File: src/rtl/regfile_pkg.sv
// Shared types and helpers for the banked register file.
// Addresses are {bank, index}; index 0 of every bank is hardwired zero.
package regfile_pkg;

  localparam int ZERO_INDEX = 0;

  // Widest address/data the read-request record can carry.
  localparam int REQ_SEL_W  = 16;
  localparam int REQ_DATA_W = 64;

  // One read port's request and response.
  typedef struct packed {
    logic [REQ_SEL_W-1:0]  sel;
    logic [REQ_DATA_W-1:0] data;
    logic                  busy;
  } rd_req_t;

  // Build a flat register address from a bank number and an index.
  function automatic int make_addr(input int bank, input int idx, input int idx_bits);
    return (bank << idx_bits) | idx;
  endfunction

  // Index field of a flat address.
  function automatic int addr_index(input int addr, input int idx_bits);
    return addr & ((1 << idx_bits) - 1);
  endfunction

  // Bank field of a flat address.
  function automatic int addr_bank(input int addr, input int idx_bits);
    return addr >> idx_bits;
  endfunction

endpackage

File: src/rtl/reg_scoreboard.sv
// Pending-write scoreboard: one busy bit per register, priority update
// (flush > issue > writeback > hold) and RAW/WAW issue-stall detection.
module reg_scoreboard
  import regfile_pkg::*;
#(
  parameter int NUM_REGS = 32,
  parameter int NUM_RD   = 2,
  parameter int IDX_BITS = 4,
  parameter int AW       = $clog2(NUM_REGS)
) (
  input  logic                 clk,
  input  logic                 rst,
  input  logic [NUM_RD*AW-1:0] rd_sel,
  output logic [NUM_RD-1:0]    rd_busy,
  input  logic                 issue_valid,
  input  logic [AW-1:0]        issue_dst,
  input  logic                 issue_has_dst,
  output logic                 issue_stall,
  input  logic                 wr_en,
  input  logic [AW-1:0]        wr_sel,
  input  logic                 flush
);

  logic [NUM_REGS-1:0] busy_q;
  logic [NUM_REGS-1:0] busy_d;
  logic                dst_busy;
  logic                dst_nonzero;
  logic                issue_accept;
  logic [AW-1:0]       port_sel;

  assign dst_nonzero = addr_index(int'(issue_dst), IDX_BITS) != ZERO_INDEX;

  // Hazard detection: a register being written back this cycle is no longer busy.
  always_comb begin
    rd_busy  = '0;
    port_sel = '0;
    for (int k = 0; k < NUM_RD; k++) begin
      port_sel   = rd_sel[k*AW +: AW];
      rd_busy[k] = busy_q[port_sel] && !(wr_en && (wr_sel == port_sel));
    end
    dst_busy     = busy_q[issue_dst] && !(wr_en && (wr_sel == issue_dst));
    issue_stall  = issue_valid && ((|rd_busy) || (issue_has_dst && dst_busy));
    issue_accept = issue_valid && !issue_stall;
  end

  // Busy next-state: a new pending write outranks a completing one on the same register.
  always_comb begin
    busy_d = busy_q;
    for (int r = 0; r < NUM_REGS; r++) begin
      if (flush) begin
        busy_d[r] = 1'b0;
      end else if (issue_accept && issue_has_dst && dst_nonzero && (issue_dst == AW'(r))) begin
        busy_d[r] = 1'b1;
      end else if (wr_en && (wr_sel == AW'(r))) begin
        busy_d[r] = 1'b0;
      end
    end
  end

  // Busy bit register.
  always_ff @(posedge clk) begin
    if (rst) begin
      busy_q <= '0;
    end else begin
      busy_q <= busy_d;
    end
  end

endmodule

File: src/rtl/banked_reg_file.sv
// Multi-bank register file: data array, write-first read bypass, debug read,
// and a pending-write scoreboard that stalls issue on RAW/WAW hazards.
module banked_reg_file
  import regfile_pkg::*;
#(
  parameter int WIDTH         = 32,
  parameter int NUM_BANKS     = 2,
  parameter int REGS_PER_BANK = 16,
  parameter int NUM_RD        = 2,
  parameter int AW            = $clog2(NUM_BANKS) + $clog2(REGS_PER_BANK)
) (
  input  logic                    clk,
  input  logic                    rst,
  input  logic [NUM_RD*AW-1:0]    rd_sel,
  output logic [NUM_RD*WIDTH-1:0] rd_data,
  output logic [NUM_RD-1:0]       rd_busy,
  input  logic                    issue_valid,
  input  logic [AW-1:0]           issue_dst,
  input  logic                    issue_has_dst,
  output logic                    issue_stall,
  input  logic                    wr_en,
  input  logic [AW-1:0]           wr_sel,
  input  logic [WIDTH-1:0]        wr_data,
  input  logic                    flush,
  input  logic [AW-1:0]           dbg_sel,
  output logic [WIDTH-1:0]        dbg_data
);

  localparam int IDX_BITS = $clog2(REGS_PER_BANK);
  localparam int NUM_REGS = NUM_BANKS * REGS_PER_BANK;

  logic [WIDTH-1:0] mem_q [NUM_REGS];
  logic [WIDTH-1:0] mem_d [NUM_REGS];
  logic             wr_nonzero;

  assign wr_nonzero = addr_index(int'(wr_sel), IDX_BITS) != ZERO_INDEX;

  // Writeback into the array; index-0 slots are never written so they stay zero.
  always_comb begin
    mem_d = mem_q;
    if (wr_en && wr_nonzero) begin
      mem_d[wr_sel] = wr_data;
    end
  end

  // Data array register.
  always_ff @(posedge clk) begin
    if (rst) begin
      for (int r = 0; r < NUM_REGS; r++) begin
        mem_q[r] <= '0;
      end
    end else begin
      mem_q <= mem_d;
    end
  end

  // Read ports with write-first bypass of the same-cycle writeback.
  for (genvar k = 0; k < NUM_RD; k++) begin : g_rd
    logic [AW-1:0] sel;
    logic          bypass;
    assign sel    = rd_sel[k*AW +: AW];
    assign bypass = wr_en && (wr_sel == sel) && (addr_index(int'(sel), IDX_BITS) != ZERO_INDEX);
    assign rd_data[k*WIDTH +: WIDTH] = bypass ? wr_data : mem_q[sel];
  end

  // Debug port sees only committed state.
  assign dbg_data = mem_q[dbg_sel];

  reg_scoreboard #(
    .NUM_REGS (NUM_REGS),
    .NUM_RD   (NUM_RD),
    .IDX_BITS (IDX_BITS),
    .AW       (AW)
  ) u_scoreboard (
    .clk           (clk),
    .rst           (rst),
    .rd_sel        (rd_sel),
    .rd_busy       (rd_busy),
    .issue_valid   (issue_valid),
    .issue_dst     (issue_dst),
    .issue_has_dst (issue_has_dst),
    .issue_stall   (issue_stall),
    .wr_en         (wr_en),
    .wr_sel        (wr_sel),
    .flush         (flush)
  );

endmodule

File: config.mk
export PLATFORM = sky130hd
export DESIGN_NAME = banked_reg_file
export DESIGN_NICKNAME = d
export VERILOG_FILES = /design/src/rtl/regfile_pkg.sv /design/src/rtl/reg_scoreboard.sv /design/src/rtl/banked_reg_file.sv
export SDC_FILE = /design/constraint.sdc
export NUM_CORES = 2
export LEC_CHECK = 0
export CAP_MARGIN = 10
export CORE_ASPECT_RATIO = 1.5
export CORE_MARGIN = 2
export CORE_UTILIZATION = 45
export DETAILED_ROUTE_END_ITERATION = 16
export DONT_BUFFER_PORTS = 1
export SLEW_MARGIN = 25
export SYNTH_ARGS = -nofsm -noshare
export SYNTH_HDL_FRONTEND = slang
export SYNTH_SLANG_ARGS = --single-unit
File: constraint.sdc
create_clock -name clk -period 6.2 [get_ports clk]
set_clock_uncertainty 0.15 [all_clocks]
set_input_delay 0.62 -clock clk [delete_from_list [all_inputs] [get_ports clk]]
set_output_delay 0.62 -clock clk [all_outputs]
set_load 0.01 [all_outputs]
==> summary.md <==
| Metric | Value |
|---|---|
| Required @ worst endpoint | `5430 ps` |
| Die width | `305 um` |
| Io pins | `roughly 160` |
| Leak | `between 20 and 25 nW` |
| Die height | `456 um` |
| Drt via density | `6.57` |
| Failing checks | `slew limit` |
| Worst-path clk slew | `~70 ps` |
| RSZ-0062 raised after global routing | `false` |
| Main synth FF type | `dfxtp_1` |
| Largest stage delay on the critical path | `700 ps` |
| Critical path's slowest cell | `mux4_2` |
| 1st-iter DRT viols | `5823` |
| Final Setup Violations | `0` |
| Synth top area share | `0.359` |
| Design Power | `14.8 mW` |
| Max Clock Freq | `0.264 GHz` |
| Mean instance size in the synthesized netlist | `10.0 um^2` |
| Clock period minus worst slack | `3790 ps` |
| Worst Hold Slack | `18.5 ps` |
| Worst-case clock buffer depth | `3` |
| Critical-path cell list | `mux4_2 -> mux4_2 -> mux2i_1 -> o21ai_0` |
| CTS Root Cell | `clkbuf_16` |
| Hold path cells | `2` |
| Max-slew violations | `between 400 and 500` |
| Worst Setup End Kind | `output pin` |
| Fin crit share | `0.612` |
| Area leader, netlist | `mux4_2` |
| Post-synth ARST share | `0` |
| Hold Violations, Final | `0` |
| GRT Total Usage | `0.337` |
| CP Class | `in2out` |
| Drt drc | `0` |
| Post-synth EDFFs | `0` |
| Cells after Synth | `6123` |
| Postcts setup bufs | `0` |
| CP top delay family | `multiplexers` |
| Relative slew margins | `-0.831` |
| Core Rows | `165` |
| Clock Sinks | `1056` |
| Post-CTS resize count | `0` |
| Peak VDD IR | `~0.23 mV` |
| Utilization after layout | `0.515` |
| Pwr/cell area | `213 mW/mm^2` |
| Worst skew pair latency | `740 ps` |
| Routability cong. | `0.823` |
| Cells on worst reg2reg path | `6` |
| Number of H-tree levels | `3` |
| Synth Net Count | `6186` |
| CTS tree | `yes` |
| Starting Density | `0.454` |
| First-pass GRT wire length | `346000 um` |
| Mapped cell area | `about 0.061 mm^2` |
| Startpoint type of the worst setup path | `input pin` |
| Number of global-route vias before repair | `between 50000 and 60000` |
| Nets | `6099` |
| Peak fanout along the critical path | `around 270` |
| Critical Path Stages | `4` |
| Remaining global-route overflow | `0` |
| Flops & latches, synth | `roughly 1100` |
| Largest net degree at the start of global routing | `697` |
| Hold Crit Class | `in2reg` |
| TritonCTS buffer count | `110` |
| Layout Cells excl Fill | `7885` |
| Hpwl dp | `124000 um` |
| Area Overhead vs Synth | `13.4%` |
| Worst path bufs/invs | `0` |
| Sequential fraction of the synthesis area | `0.345` |
| CORE AREA | `0.135 mm^2` |
| Critical Path Most Common Cell | `mux4_2` |
| Wirelength per Cell | `just over 30 um` |
| Synth warnings | `0` |
| Layout cells sized above 1 | `0.224` |
| TritonRoute pass-1 iters | `8` |
| Worst slew pin tran | `2750 ps` |
| Area contributors post-synth | `mux4_2, dfxtp_1, nand2_1` |
| Sum of negative setup slack | `0 ps` |
| Post-Route WL | `238000 um` |
| Via count | `51800` |
| Final ANT Viol Nets | `0` |
| Full die area | `about 0.14 mm^2` |
| Initial antenna violation count | `5` |
| Port bufs | `0` |
| Crit path arrival time | `a little over 3000 ps` |
| Synth unique cells | `43` |
| DP Cell Count | `7285` |
| Max-cap violations | `0` |
| Status | `finished with violations` |
-- report_power, final --
group          leakage [nW]  internal (mW)  switching, mW
registers              8.51           6.83         0.0417
logic                  12.6          0.438          0.380
clock network          1.86           4.10           3.00
total                  22.9           11.4           3.42
-- kinds of logic (layout without fill, tap and decap cells) --
kind of cell / count (synthesis) / count (layout) / synth area share
simple gates: 2219 / 2219 / 0.142
flops: 1056 / 1056 / 0.345
buf+inv: 667 / 669 / 0.0447
other cells: 0 / 7 / 0
xor+xnor: 15 / 15 / 0.00214
mux: 1090 / 1090 / 0.378
compound gates: 1076 / 1076 / 0.0890
-- metrics by stage --
stage                     worst slack (ps)  instance area, um^2
final                                 2410                69600
after global routing                  2280                69500
after CTS                             2410                69600
after detailed placement              2410                61700
after global placement                2420                61700
after floorplan                       2840                61400
-- sequential cells by signal, summed over array words and instances (netlist names) --
name	cells
u_scoreboard.busy_q	32
mem_q	1024
-- synth_stat cells (all sizes together), types with 4 or more instances --
master,count
nor4,4
dfxtp,1056
nand3b,4
inv,5
mux2,39
nor2b,71
nand2b,6
xor2,12
buf,162
mux4,977
nand4,9
nor3,11
mux2i,74
nor2,39
o21ai,95
nand2,2025
a211oi,4
nand3,39
clkbuf,500
a21oi,964
-- timing repair --
item	4_1_cts	5_1_grt
setup endpoints to repair	0	0
hold buffers	390	0
hold endpoints to repair	1018	0
-- final cells by class --
type | count | area (um^2)
clock buffer | 164 | 3280
antenna | 7 | 17.5
timing repair buffer | 463 | 4620
tap | 1753 | 2190
sequential | 1056 | 21100
multi-input combinational | 4400 | 37800
inverter | 5 | 23.8
clock inverter | 37 | 504
fill | 12000 | 65500
-- cells in the final DEF, fill, tap and decap left out, types with 4 or more instances in the layout --
master and instances:
nand2_1 1995, dfxtp_1 1056, mux4_2 977, a21oi_1 963
dlygate4sd3_1 357, clkbuf_16 113, mux2i_1 74, nor2b_1 71
buf_4 70, o21ai_0 56, o21ai_1 39, nand3_1 39
mux2_2 39, nand2_2 30, clkbuf_8 26, clkbuf_1 25
nor2_4 24, buf_12 17, clkinv_2 16, buf_2 15
nor2_1 14, xor2_1 12, bufinv_16 11, diode_2 7
nand2b_1 6, nand4_1 6, nor3_2 6, nor3_1 5
nor4_1 4, a211oi_1 4, inv_1 4, nand3b_1 4
clkinvlp_4 4, buf_16 4
-- metal layers --
metal | up-vias | global-route usage | wire length (um) | part of all wire
li1 | 22000 | - | - | -
met1 | 25800 | 0.399 | 81100 | 0.34
met2 | 3111 | 0.552 | 114000 | 0.48
met3 | 897 | 0.0641 | 23200 | 0.098
met4 | 2 | 0.239 | 19100 | 0.080
met5 | - | 0 | 7 | 0.000029
-- path summary, 6_finish.rpt --
check / startpoint / slack (ps) / endpoint
setup / recovery: rd_sel[1] / 2410 / rd_data[31]
hold reg to reg: u_scoreboard.busy_q[16] / 310 / u_scoreboard.busy_q[16]
setup reg to reg: u_scoreboard.busy_q[11] / 3570 / u_scoreboard.busy_q[12]
hold / removal: issue_dst[3] / 20 / u_scoreboard.busy_q[23]
(Power assumes the default switching activity.)
